$ cat config.mk
export PLATFORM = sky130hd
export DESIGN_NAME = fetch_stage_flat
export DESIGN_NICKNAME = d
export VERILOG_FILES = /design/src/rtl/fetch_if.sv /design/src/rtl/fetch_stage.sv /design/src/flat_wrapper.sv
export SDC_FILE = /design/constraint.sdc
export NUM_CORES = 1
export LEC_CHECK = 0
export CAP_MARGIN = 25
export CORE_AREA = 4 4 110 112
export CTS_BUF_LIST = sky130_fd_sc_hd__clkbuf_16
export CTS_CLUSTER_DIAMETER = 50
export DETAILED_ROUTE_END_ITERATION = 12
export DIE_AREA = 0 0 114 116
export MAX_ROUTING_LAYER = met4
export PLACE_DENSITY = 0.74
export SLEW_MARGIN = 20
export SYNTH_ARGS = -nofsm -noshare
export SYNTH_HDL_FRONTEND = slang
export SYNTH_SLANG_ARGS = --single-unit
$ cat constraint.sdc
create_clock -name clk -period 1.8 [get_ports clk]
set_clock_uncertainty 0.1 [all_clocks]
set_input_delay 0.18 -clock clk [delete_from_list [all_inputs] [get_ports clk]]
set_output_delay 0.18 -clock clk [all_outputs]
set_load 0.02 [all_outputs]
$ cat src/rtl/fetch_if.sv
// Fetch-stage bus: hazard/redirect controls, instruction-memory address/data, IF/ID register and perf counters.
// master = fetch stage, slave = surrounding pipeline and instruction memory.
interface fetch_if #(
  parameter int N = 32
);
  logic         stall;
  logic         branch_taken;
  logic [N-1:0] branch_target;
  logic         jump;
  logic [25:0]  jump_target;
  logic [N-1:0] instruction_in;
  logic [N-1:0] memory_address;
  logic [N-1:0] if_id_instruction;
  logic [N-1:0] if_id_pc_plus1;
  logic         if_id_valid;
  logic [31:0]  perf_fetch_count;
  logic [31:0]  perf_stall_count;
  logic [31:0]  perf_flush_count;

  modport master (
    input  stall, branch_taken, branch_target, jump, jump_target, instruction_in,
    output memory_address, if_id_instruction, if_id_pc_plus1, if_id_valid,
    output perf_fetch_count, perf_stall_count, perf_flush_count
  );

  modport slave (
    output stall, branch_taken, branch_target, jump, jump_target, instruction_in,
    input  memory_address, if_id_instruction, if_id_pc_plus1, if_id_valid,
    input  perf_fetch_count, perf_stall_count, perf_flush_count
  );
endinterface

$ cat src/rtl/fetch_stage.sv
// MIPS instruction-fetch stage: word-addressed PC, IF/ID register, stall and branch/jump redirect with one bubble.
// Optional FETCH_PERF_CNT_EN adds saturating fetch/stall/flush counters; otherwise those ports read 0.
module fetch_stage #(
  parameter int N          = 32,
  parameter int IMEM_DEPTH = 32
) (
  input  logic     clk,
  input  logic     reset,
  fetch_if.master  bus
);

  localparam logic [N-1:0] PC_MASK = N'(IMEM_DEPTH - 1);

  typedef enum logic [1:0] {
    ACT_ADVANCE  = 2'd0,
    ACT_STALL    = 2'd1,
    ACT_REDIRECT = 2'd2
  } action_e;

  action_e      action_s;
  logic [N-1:0] pc_r;
  logic [N-1:0] pc_plus1_s;
  logic [N-1:0] next_pc_s;
  logic [N-1:0] instr_r;
  logic [N-1:0] pc_plus1_r;
  logic         valid_r;

  // Edge action and next PC; branch beats jump beats stall.
  always_comb begin
    pc_plus1_s = (pc_r + N'(1)) & PC_MASK;
    action_s   = ACT_ADVANCE;
    next_pc_s  = pc_plus1_s;
    if (bus.branch_taken) begin
      action_s  = ACT_REDIRECT;
      next_pc_s = bus.branch_target & PC_MASK;
    end else if (bus.jump) begin
      action_s  = ACT_REDIRECT;
      next_pc_s = {pc_r[N-1:26], bus.jump_target} & PC_MASK;
    end else if (bus.stall) begin
      action_s  = ACT_STALL;
      next_pc_s = pc_r;
    end else begin
      action_s  = ACT_ADVANCE;
      next_pc_s = pc_plus1_s;
    end
  end

  // PC and IF/ID pipeline register; a redirect loads an all-zero bubble.
  always_ff @(posedge clk or negedge reset) begin
    if (!reset) begin
      pc_r       <= {N{1'b0}};
      instr_r    <= {N{1'b0}};
      pc_plus1_r <= {N{1'b0}};
      valid_r    <= 1'b0;
    end else begin
      pc_r <= next_pc_s;
      case (action_s)
        ACT_ADVANCE: begin
          instr_r    <= bus.instruction_in;
          pc_plus1_r <= pc_plus1_s;
          valid_r    <= 1'b1;
        end
        ACT_REDIRECT: begin
          instr_r    <= {N{1'b0}};
          pc_plus1_r <= {N{1'b0}};
          valid_r    <= 1'b0;
        end
        ACT_STALL: begin
          instr_r    <= instr_r;
          pc_plus1_r <= pc_plus1_r;
          valid_r    <= valid_r;
        end
        default: begin
          instr_r    <= {N{1'b0}};
          pc_plus1_r <= {N{1'b0}};
          valid_r    <= 1'b0;
        end
      endcase
    end
  end

  assign bus.memory_address    = pc_r;
  assign bus.if_id_instruction = instr_r;
  assign bus.if_id_pc_plus1    = pc_plus1_r;
  assign bus.if_id_valid       = valid_r;

`ifdef FETCH_PERF_CNT_EN
  logic [31:0] fetch_cnt_r;
  logic [31:0] stall_cnt_r;
  logic [31:0] flush_cnt_r;

  function automatic logic [31:0] sat_inc(input logic [31:0] value);
    if (value == 32'hFFFF_FFFF) begin
      return value;
    end else begin
      return value + 32'd1;
    end
  endfunction

  // One counter per edge action, saturating at all-ones.
  always_ff @(posedge clk or negedge reset) begin
    if (!reset) begin
      fetch_cnt_r <= 32'd0;
      stall_cnt_r <= 32'd0;
      flush_cnt_r <= 32'd0;
    end else begin
      case (action_s)
        ACT_ADVANCE:  fetch_cnt_r <= sat_inc(fetch_cnt_r);
        ACT_STALL:    stall_cnt_r <= sat_inc(stall_cnt_r);
        ACT_REDIRECT: flush_cnt_r <= sat_inc(flush_cnt_r);
        default:      fetch_cnt_r <= fetch_cnt_r;
      endcase
    end
  end

  assign bus.perf_fetch_count = fetch_cnt_r;
  assign bus.perf_stall_count = stall_cnt_r;
  assign bus.perf_flush_count = flush_cnt_r;
`else
  assign bus.perf_fetch_count = 32'd0;
  assign bus.perf_stall_count = 32'd0;
  assign bus.perf_flush_count = 32'd0;
`endif

endmodule

$ cat src/flat_wrapper.sv
// flat-port wrapper written by rule: the top's interface ports become plain ports
module fetch_stage_flat 
#(
  parameter int N          = 32,
  parameter int IMEM_DEPTH = 32
)
  (clk, reset, bus_stall, bus_branch_taken, bus_branch_target, bus_jump, bus_jump_target, bus_instruction_in, bus_memory_address, bus_if_id_instruction, bus_if_id_pc_plus1, bus_if_id_valid, bus_perf_fetch_count, bus_perf_stall_count, bus_perf_flush_count);
  fetch_if #(.N(N)) bus_i ();
  input  logic clk;
  input  logic reset;
  input wire logic [$bits(bus_i.stall)-1:0] bus_stall;
  input wire logic [$bits(bus_i.branch_taken)-1:0] bus_branch_taken;
  input wire logic [$bits(bus_i.branch_target)-1:0] bus_branch_target;
  input wire logic [$bits(bus_i.jump)-1:0] bus_jump;
  input wire logic [$bits(bus_i.jump_target)-1:0] bus_jump_target;
  input wire logic [$bits(bus_i.instruction_in)-1:0] bus_instruction_in;
  output wire logic [$bits(bus_i.memory_address)-1:0] bus_memory_address;
  output wire logic [$bits(bus_i.if_id_instruction)-1:0] bus_if_id_instruction;
  output wire logic [$bits(bus_i.if_id_pc_plus1)-1:0] bus_if_id_pc_plus1;
  output wire logic [$bits(bus_i.if_id_valid)-1:0] bus_if_id_valid;
  output wire logic [$bits(bus_i.perf_fetch_count)-1:0] bus_perf_fetch_count;
  output wire logic [$bits(bus_i.perf_stall_count)-1:0] bus_perf_stall_count;
  output wire logic [$bits(bus_i.perf_flush_count)-1:0] bus_perf_flush_count;
  assign bus_i.stall = bus_stall;
  assign bus_i.branch_taken = bus_branch_taken;
  assign bus_i.branch_target = bus_branch_target;
  assign bus_i.jump = bus_jump;
  assign bus_i.jump_target = bus_jump_target;
  assign bus_i.instruction_in = bus_instruction_in;
  assign bus_memory_address = bus_i.memory_address;
  assign bus_if_id_instruction = bus_i.if_id_instruction;
  assign bus_if_id_pc_plus1 = bus_i.if_id_pc_plus1;
  assign bus_if_id_valid = bus_i.if_id_valid;
  assign bus_perf_fetch_count = bus_i.perf_fetch_count;
  assign bus_perf_stall_count = bus_i.perf_stall_count;
  assign bus_perf_flush_count = bus_i.perf_flush_count;
  fetch_stage #(.N(N), .IMEM_DEPTH(IMEM_DEPTH)) u_core (.clk(clk), .reset(reset), .bus(bus_i));
endmodule
==> summary.txt <==
Setup path
  • Crit-path cells: clkdlybuf4s50_1
  • CP peak stage delay: 0.65 ns
  • Startpoint Class: flip-flop
  • Critical-path top delay cell: clkdlybuf4s50_1
  • Crit path capture: bus_memory_address[2]
  • R2r worst-path depth: 4
  • Reg-to-Reg Start: u_core.bus.memory_address[0]
  • CP bufs+invs: 1
  • WP depth: 1
  • Crit path DAT: 1.40 ns
  • Worst path required time: 1.52 ns
  • Worst reg2reg setup slack: 0.28 ns
  • Worst Setup End Kind: primary output
  • Critical path class: flip-flop to primary output
  • Worst flop-to-flop path endpoint: u_core.bus.memory_address[2]
  • Worst setup path startpoint: u_core.bus.memory_address[2]
  • Max FO, Critical Path: 6
  • CP top delay family: buffers and inverters

Cells and area
  • Nets@finish: 500
  • Most common library cell in the layout ignoring fill and taps: conb_1
  • Commonest cells after routing, fill and taps aside: conb_1 (150), clkdlybuf4s50_1 (87), dfrtp_1 (43)
  • Multi-input logic area: 0.00130 mm2
  • Area grow syn2layout: 22.3%
  • Antenna cell count: 0
  • Fillers: 1,168
  • FF/Latch Area: 0.00108 mm2
  • Share of cells above drive strength 1: 0.0494

Timing
  • Crit share post-route: 0.931
  • Setup TNS: 0 ns
  • Fmax achieved: 597 MHz
  • RSZ-0062 raised after global routing: false
  • Final setup violation count: 0
  • Endpoints failing hold: 0
  • Hold_ws: 0.234 ns
  • PnR worst setup slack: 0.124 ns
  • Final min period: 1.68 ns
  • Slew Viols, Final: 0

Global routing
  • Global-route wire length before repair: 9.42 mm
  • Vias in the first global route: 1,853
  • Grt total ovfl: 0
  • Initial antenna violation count: 0
  • Total track usage: 0.0914
  • Largest net degree at the start of global routing: 37

Drt
  • Routed Antenna Nets: 0
  • Vias/cell: 3.52
  • DRT iter0 DRCs: 41
  • Drt wl/cell: 11.6 um
  • Drt drc: 0
  • Total wire length: 6.35 mm
  • Vias: 1,927
  • Drt first pass iters: 4

Logic synthesis
  • Syn avg cell area: 9.64 um2
  • Post-synth EDFFs: 0
  • Synthesized area: 0.00301 mm2
  • Post-synthesis cell type count: 30
  • Yosys warning total: 0
  • Main synth FF type: dfrtp_1
  • Seq cells post-synth: 43
  • Post-synthesis sequential area ratio: 0.358
  • Syn Inst Count: 312
  • Ys async rst share: 1.00

Floorplanning
  • Die Y: 116 um
  • Initial Utilization: 0.268
  • Num rows: 39
  • Full die area: 0.0132 mm2
  • Die width: 114 um
  • Core Region: 0.0112 mm2
  • Ports: 288

Pwr
  • Power density cells: 760 mW/mm2
  • Leakage power: 1.88 nW
  • Power Total: 2.80 mW
  • VDD IR max: 0.335 mV

Clock network
  • Clk slew on worst S/H paths: 0.06 ns
  • H-tree levels: 2
  • Clock tree sinks: 43
  • Cts bufs inserted: 5
  • CTS tree: yes
  • # Post-CTS Setup Buffers: 0
  • Resize count post-CTS: 0
  • Hold buffers post-CTS: 1
  • Clock Tree Buf Depth: 2
  • Worst-Skew Late Latency: 0.28 ns
  • CTS root buffer: clkbuf_16

Outcome
  • Status: complete, no violations

Worst hold path
  • Worst Hold Class: input port to flip-flop
  • Worst hold path depth: 3

Placed design
  • IO buf count: 89
  • Setup WS pre-CTS: 0.155 ns
  • Detailed placement HPWL: 5.07 mm
  • RePlAce Congestion: 0.764

Job
  • MaxCap Viol Count: 0
## sequential cells by signal, indices dropped and copies added (netlist names)
| signal | count |
|---|---|
| u_core.bus.memory_address | 5 |
| u_core.bus.if_id_valid | 1 |
| u_core.bus.if_id_pc_plus1 | 5 |
| u_core.bus.if_id_instruction | 32 |
## routing by layer
layer | vias to the layer above | GRT usage | routed length [um]
met3 | 4 | 0.0172 | 579
li1 | 878 | - | -
met2 | 119 | 0.165 | 3430
met4 | 0 | 0.0309 | 61
met5 | - | - | 0
met1 | 926 | 0.101 | 2280
## final cells by class
type / instances / share of cell area
clock buffers: 5 / 0.0340
clock inverters: 3 / 0.0119
inverters: 2 / 0.00204
multi-input cells: 256 / 0.354
flip-flops and latches: 43 / 0.292
well taps: 143 / 0.0486
repair buffers: 96 / 0.258
## how the worst min path moves through the flow
stage / start / endpoint
global route: bus_stall / u_core.bus.memory_address[3]
CTS: bus_stall / u_core.bus.memory_address[3]
finish: bus_stall / u_core.bus.if_id_pc_plus1[3]
detailed placement: reset / u_core.bus.if_id_pc_plus1[4]
floorplan: reset / u_core.bus.if_id_instruction[0]
global placement: reset / u_core.bus.if_id_pc_plus1[4]
## cell usage after synthesis, drive strengths merged, types with 3 or more instances
master	instances	area [um2]
a21oi	3	15.0
buf	157	1170
clkbuf	3	11.3
dfrtp	43	1080
mux2i	35	350
nand2	3	11.3
nand3	5	30.0
nor2	38	143
xnor2	3	26.3
## stage by stage
stage	area, um2	cells	util
2_1_floorplan	3570	461	-
3_3_place_gp	3500	539	0.312
3_5_place_dp	3500	539	0.312
4_1_cts	3680	548	0.328
5_1_grt	3680	548	0.328
6_report	3680	548	0.328
## report_power, final
part           total (mW)  internal, mW  switching (mW)
Sequential           1.04          1.01          0.0345
Clock                1.04         0.655           0.385
Combinational       0.718         0.239           0.479
## tightest hold or removal path, cell delays in order
cell     delay, ns
buf_2         0.17
or4_4         0.16
nand3_1       0.06
## cell families (layout without fill, tap and decap cells)
group / count (synthesis) / after routing / share of synthesized area
flip-flops: 43 / 43 / 0.358
XOR/XNOR: 5 / 5 / 0.0146
AND/OR/NAND/NOR: 54 / 54 / 0.0823
AO/OA/AOI/OAI: 9 / 9 / 0.0204
buffers and inverters: 162 / 106 / 0.396
adder cells (fa/ha/maj): 1 / 1 / 0.00416
multiplexers: 37 / 37 / 0.124
other: 1 / 150 / 0.00125
Power figures use the tool's default switching activity.
